===== src/rtl/mem_bus_arbiter.sv =====
// Arbitrates instruction-fetch and data-memory requests onto one shared memory port.
// Optional feature: define ARB_ROUND_ROBIN_EN for round-robin arbitration instead of data priority with a fetch starvation limit.
module mem_bus_arbiter #(
  parameter int ADDR_W     = 32,
  parameter int DATA_W     = 32,
  parameter int STARVE_MAX = 4
) (
  input  logic              clk,
  input  logic              rst,
  input  logic              if_req_i,
  input  logic [ADDR_W-1:0] if_addr_i,
  output logic [DATA_W-1:0] if_rdata_o,
  output logic              if_ack_o,
  input  logic              dm_req_i,
  input  logic              dm_we_i,
  input  logic [ADDR_W-1:0] dm_addr_i,
  input  logic [DATA_W-1:0] dm_wdata_i,
  input  logic [3:0]        dm_sel_i,
  output logic [DATA_W-1:0] dm_rdata_o,
  output logic              dm_ack_o,
  output logic              mem_ce_o,
  output logic              mem_we_o,
  output logic [ADDR_W-1:0] mem_addr_o,
  output logic [DATA_W-1:0] mem_wdata_o,
  output logic [3:0]        mem_sel_o,
  input  logic [DATA_W-1:0] mem_rdata_i,
  output logic              stall_req_o
);

  typedef enum logic [1:0] {IDLE, ISSUE, RESP} state_t;

  state_t state;
  logic   grant_dm;   // owner of the transaction in flight
  logic   txn_we;     // in-flight transaction is a write; no read data returned
  logic   dm_wins;

`ifdef ARB_ROUND_ROBIN_EN
  logic last_dm;

  // NOTE: every signal assigned in always_comb gets a value on every path, otherwise a latch is inferred.
  always_comb begin
    dm_wins = dm_req_i & (~if_req_i | ~last_dm);
  end
`else
  localparam int CNT_W = $clog2(STARVE_MAX + 1);
  localparam logic [CNT_W-1:0] CNT_MAX = CNT_W'(STARVE_MAX);

  logic [CNT_W-1:0] starve_cnt;

  always_comb begin
    dm_wins = dm_req_i & (~if_req_i | (starve_cnt < CNT_MAX));
  end
`endif

  assign stall_req_o = (if_req_i & ~if_ack_o) | (dm_req_i & ~dm_ack_o);

  // NOTE: all state and registered outputs use non-blocking assignments so every flop samples pre-edge values.
  always_ff @(posedge clk) begin
    if (rst) begin
      state       <= IDLE;
      grant_dm    <= 1'b0;
      txn_we      <= 1'b0;
      if_ack_o    <= 1'b0;
      dm_ack_o    <= 1'b0;
      if_rdata_o  <= '0;
      dm_rdata_o  <= '0;
      mem_ce_o    <= 1'b0;
      mem_we_o    <= 1'b0;
      mem_addr_o  <= '0;
      mem_wdata_o <= '0;
      mem_sel_o   <= 4'b0000;
`ifdef ARB_ROUND_ROBIN_EN
      last_dm     <= 1'b0;
`else
      starve_cnt  <= '0;
`endif
    end else begin
      if_ack_o <= 1'b0;
      dm_ack_o <= 1'b0;
      case (state)
        IDLE: begin
          if (if_req_i || dm_req_i) begin
            state    <= ISSUE;
            mem_ce_o <= 1'b1;
            grant_dm <= dm_wins;
            if (dm_wins) begin
              txn_we      <= dm_we_i;
              mem_we_o    <= dm_we_i;
              mem_addr_o  <= dm_addr_i;
              mem_wdata_o <= dm_wdata_i;
              mem_sel_o   <= dm_sel_i;
            end else begin
              txn_we      <= 1'b0;
              mem_we_o    <= 1'b0;
              mem_addr_o  <= if_addr_i;
              mem_wdata_o <= '0;
              mem_sel_o   <= 4'b1111;
            end
`ifdef ARB_ROUND_ROBIN_EN
            last_dm <= dm_wins;
`else
            if (!dm_wins)
              starve_cnt <= '0;
            else if (if_req_i && starve_cnt < CNT_MAX)
              starve_cnt <= starve_cnt + 1'b1;
`endif
          end
        end
        ISSUE: begin
          state    <= RESP;
          mem_ce_o <= 1'b0;
          mem_we_o <= 1'b0;
        end
        RESP: begin
          // Memory data is valid in this cycle; the owner is acknowledged even if it dropped its request.
          state <= IDLE;
          if (grant_dm) begin
            dm_ack_o   <= 1'b1;
            dm_rdata_o <= txn_we ? '0 : mem_rdata_i;
          end else begin
            if_ack_o   <= 1'b1;
            if_rdata_o <= mem_rdata_i;
          end
        end
        default: state <= IDLE;
      endcase
    end
  end

endmodule


===== config.mk =====
export PLATFORM = sky130hd
export DESIGN_NAME = mem_bus_arbiter
export DESIGN_NICKNAME = d
export VERILOG_FILES = /design/src/rtl/mem_bus_arbiter.sv
export SDC_FILE = /design/constraint.sdc
export NUM_CORES = 1
export LEC_CHECK = 0
export CORE_ASPECT_RATIO = 1.25
export CORE_MARGIN = 8
export CORE_UTILIZATION = 42
export CTS_CLUSTER_SIZE = 16
export DETAILED_ROUTE_END_ITERATION = 6
export GPL_TIMING_DRIVEN = 0
export HOLD_SLACK_MARGIN = 0.08
export PLACE_DENSITY = 0.95
export SETUP_SLACK_MARGIN = 0.2
export SLEW_MARGIN = 20
export SYNTH_ARGS = -nofsm -noshare
export SYNTH_HDL_FRONTEND = slang
export SYNTH_SLANG_ARGS = --single-unit

===== constraint.sdc =====
create_clock -name clk -period 3 [get_ports clk]
set_input_delay 0.3 -clock clk [delete_from_list [all_inputs] [get_ports clk]]
set_output_delay 0.3 -clock clk [all_outputs]
set_load 0.005 [all_outputs]

==> results_tabular.tex <==
\begin{tabular}{lr}
\hline
Metric & Value \\
\hline
\multicolumn{2}{l}{\textbf{Outcome}} \\
\quad Outcome & completed \\
\multicolumn{2}{l}{\textbf{Clock tree}} \\
\quad Setup Fix Bufs, Post-CTS & 0 \\
\quad Clock tree from TritonCTS & yes \\
\quad Reg clk slew, reported paths & 60 ps \\
\quad Root buf cell & sky130\_fd\_sc\_hd\_\_clkbuf\_16 \\
\quad Hold buffers post-CTS & 0 \\
\quad Clock sink count & $\sim$140 \\
\quad H-Tree Level Count & 4 \\
\quad Number of buffers added by the clock tree synthesis step & 17 \\
\quad \# resized after CTS & 0 \\
\quad Clock tree buffer depth & 2 \\
\quad Worst skew pair latency & slightly above 400 ps \\
\multicolumn{2}{l}{\textbf{Worst setup path}} \\
\quad Crit path capture type & output pin \\
\quad Worst r2r path cells & 5 \\
\quad Crit Reg-Reg Endpoint & if\_rdata\_o[14] \\
\quad Cell type with the highest occurrence count on the critical path & sky130\_fd\_sc\_hd\_\_clkdlybuf4s50\_1 \\
\quad Critical setup path kind & in -> out \\
\quad Kind of cell adding the most delay to the critical path & buffers and inverters \\
\quad Worst-case register-to-register setup slack & approximately 1400 ps \\
\quad Type of origin of the critical path & primary input \\
\quad Data arrival time of the critical path & about 1800 ps \\
\quad Critical path required time & around 2700 ps \\
\quad Buf+Inv Stages, Crit Path & 3 \\
\quad Largest stage delay on the critical path & 600 ps \\
\quad Crit-path cells & clkdlybuf4s50\_1 -> inv\_1 -> o22ai\_1 -> clkdlybuf4s50\_1 \\
\quad Critical path fanouts, max & 7 \\
\quad Library cell contributing the largest single delay on the critical path & sky130\_fd\_sc\_hd\_\_clkdlybuf4s50\_1 \\
\quad Launching point of the worst reg2reg path & state[0] \\
\multicolumn{2}{l}{\textbf{Synth}} \\
\quad Fraction of registers with async set or reset after synthesis & 0 \\
\quad Synth Cell Area & $\sim$0.0051 mm² \\
\quad Post-Syn Area per Cell & roughly 9.7 µm² \\
\quad Synth warn & 0 \\
\quad Fraction of post-synthesis cell area in the top cell type by area & 0.560 \\
\quad Cells after Synth & approximately 530 \\
\quad Number of synthesized flops with an enable pin & 0 \\
\quad Net count of the mapped netlist & 665 \\
\quad Synth Flop Type & sky130\_fd\_sc\_hd\_\_dfxtp\_1 \\
\quad Post-synthesis cell type with the largest combined area & sky130\_fd\_sc\_hd\_\_dfxtp\_1 \\
\quad Distinct cells, synth & 39 \\
\quad Most frequently used cell type in the post-synthesis netlist & sky130\_fd\_sc\_hd\_\_dfxtp\_1 \\
\quad Leading post-synthesis cells by cell area & sky130\_fd\_sc\_hd\_\_dfxtp\_1, sky130\_fd\_sc\_hd\_\_a22o\_1, sky130\_fd\_sc\_hd\_\_nand2\_1 \\
\quad Portion of the post-synthesis area used by sequential elements & 0.560 \\
\quad Count of state elements after synthesis & between 100 and 150 \\
\quad Most common library cells after synthesis & sky130\_fd\_sc\_hd\_\_dfxtp\_1, sky130\_fd\_sc\_hd\_\_nand2\_1, sky130\_fd\_sc\_hd\_\_a21oi\_1 \\
\multicolumn{2}{l}{\textbf{GRT}} \\
\quad Maximum number of pins on one net before global-route repair & 17 \\
\quad Global-route wire length before repair & 28400 µm \\
\quad Vias in the first global route & between 5000 and 6000 \\
\quad Total routing resource utilization after global routing & 0.228 \\
\quad Overflow left after global routing & 0 \\
\quad Antenna violations before repair & 1 \\
\multicolumn{2}{l}{\textbf{STA}} \\
\quad Number of failing setup endpoints in the final timing report & 0 \\
\quad Post-layout min period & a little over 2000 ps \\
\quad Accumulated negative setup slack & 0 ps \\
\quad Worst hold slack after final layout & around 450 ps \\
\quad Slew headroom & 0.627 \\
\quad Final Cycle Share & 0.691 \\
\quad FMAX & 482 MHz \\
\quad Transition time at the pin with the least slew margin & 559 ps \\
\quad Setup repair after global routing missed its margin & false \\
\quad Final Hold Fails & 0 \\
\quad Clock Skew & $\sim$14 ps \\
\quad Number of pins exceeding their max-slew limit in the final report & 0 \\
\multicolumn{2}{l}{\textbf{Final layout}} \\
\quad Final nets & between 900 and 1000 \\
\quad Fill count & between 800 and 900 \\
\quad Area growth from synthesis to layout & 69.6\% \\
\quad Fraction of final layout cells sized beyond drive strength 1 & 0.0988 \\
\quad Post-route cell area & 0.00867 mm² \\
\multicolumn{2}{l}{\textbf{Routing}} \\
\quad Via density per instance & between 5 and 6 \\
\quad DRT antenna net count & 0 \\
\quad Detailed-route wire length per cell & 18.8 µm \\
\quad Initial DRC count & between 300 and 400 \\
\quad Number of search-and-repair iterations in the first detailed-routing pass & 4 \\
\quad Total via count after detailed routing & about 5200 \\
\quad Wire length after detailed routing & 18700 µm \\
\quad DRC viols & 0 \\
\multicolumn{2}{l}{\textbf{Hold path}} \\
\quad End point of the worst hold path & if\_rdata\_o[6] \\
\quad Hold Crit Depth & 2 \\
\quad Min-delay src & if\_rdata\_o[6] \\
\quad Type of the tightest min-delay check & reg -> reg \\
\multicolumn{2}{l}{\textbf{Placed design}} \\
\quad Area post-placement & roughly 0.008 mm² \\
\quad Count of buffers inserted at the top-level ports & roughly 270 \\
\quad Routability congestion estimate & between 0.7 and 0.8 \\
\quad Estimated wirelength of the detail-placed design & 14400 µm \\
\multicolumn{2}{l}{\textbf{Floorplan}} \\
\quad FP Rows & between 40 and 50 \\
\quad Initial standard-cell utilization of the core & 0.426 \\
\quad Area of the core & between 0.01 and 0.015 mm² \\
\quad Width of the die & around 110 µm \\
\quad Number of top-level pins & roughly 270 \\
\quad Vertical die dimension & around 140 µm \\
\quad Die Outline Area & about 0.016 mm² \\
\multicolumn{2}{l}{\textbf{Power and ir drop}} \\
\quad Maximum ir drop on the vdd rail & between 0.0002 and 0.0003 V \\
\quad Leakage power total & $\sim$3.3 nW \\
\quad P per Cell Area & 582 mW/mm² \\
\multicolumn{2}{l}{\textbf{Flow run}} \\
\quad Max-cap check violation count & 0 \\
\hline
\end{tabular}
## worst max path at each step
stage / start / end / slack [ps] / cells past startpoint
final: if_req_i / stall_req_o / 930 / 4
after detailed placement: rst / if_rdata_o[2] / 750 / 4
after global routing: if_req_i / stall_req_o / 900 / 4
after global placement: rst / mem_addr_o[30] / 800 / 4
after floorplan: state[1] / if_rdata_o[31] / 1670 / 5
after CTS: if_req_i / stall_req_o / 930 / 4
## kinds of logic after synthesis
logic type / after synthesis / synth area share
flops: 143 / 0.560
simple gates: 156 / 0.132
compound gates: 178 / 0.254
buf+inv: 49 / 0.0511
fa+ha+maj: 1 / 0.00245
## cell type report
class	instances	area, µm²	area share
clock buffer	20	457	0.0527
clock inverter	10	163	0.0188
timing repair buffer	273	2730	0.315
multi-input combinational	335	1990	0.229
sequential	143	2860	0.330
antenna	1	2.50	0.000289
tap	164	205	0.0237
buffer	45	246	0.0284
inverter	4	15.0	0.00173
## sequential cells by signal, summed over array words and instances, names as in the netlist
register     cells
txn_we           1
dm_ack_o         1
mem_addr_o      32
starve_cnt       3
if_ack_o         1
mem_sel_o        4
if_rdata_o      32
mem_wdata_o     32
grant_dm         1
mem_we_o         1
state            2
mem_ce_o         1
dm_rdata_o      32
## where the power goes
group	switching [mW]	internal, mW
combinational	0.312	0.454
clock	0.777	1.43
sequential	0.0640	2.01
total	1.15	3.89
## metrics by stage
stage | utilization | setup slack, ps | instances | power, mW
2_1_floorplan | - | 1670 | 527 | 2.38
3_3_place_gp | 0.671 | 804 | 964 | 2.86
3_5_place_dp | 0.671 | 753 | 964 | 2.88
4_1_cts | 0.723 | 930 | 994 | 5.08
5_1_grt | 0.723 | 903 | 995 | 5.25
6_report | 0.723 | 927 | 995 | 5.04
## worst reg2reg max path: stages (launching register included)
cell                       delay, ps
sky130_fd_sc_hd__dfxtp_1         470
sky130_fd_sc_hd__or3b_1          160
sky130_fd_sc_hd__clkbuf_1        320
sky130_fd_sc_hd__buf_2           290
sky130_fd_sc_hd__nand2_1          80
sky130_fd_sc_hd__a21oi_1         250
## layer usage
metal  part of all wire  up-vias  global-route usage  routed length, µm
met4              0.025        0               0.101                463
met3              0.067       28              0.0654               1260
met2               0.54      181               0.420              10000
met1               0.37     2459               0.231               6980
met5                  0        -                   0                  0
li1                   -     2490                   -                  -
## layout by cell type (no fill, tap or decap), types with 4 or more instances in the layout
master                            instances
sky130_fd_sc_hd__nand2_1                134
sky130_fd_sc_hd__o221a_2                  4
sky130_fd_sc_hd__clkdlybuf4s50_1        273
sky130_fd_sc_hd__clkbuf_1                 9
sky130_fd_sc_hd__a311oi_1                32
sky130_fd_sc_hd__buf_2                   29
sky130_fd_sc_hd__dfxtp_1                143
sky130_fd_sc_hd__a22o_1                  63
sky130_fd_sc_hd__a21oi_1                 69
sky130_fd_sc_hd__clkbuf_16               17
sky130_fd_sc_hd__bufinv_16                4
sky130_fd_sc_hd__buf_6                    4
Power figures use the tool's default switching activity.
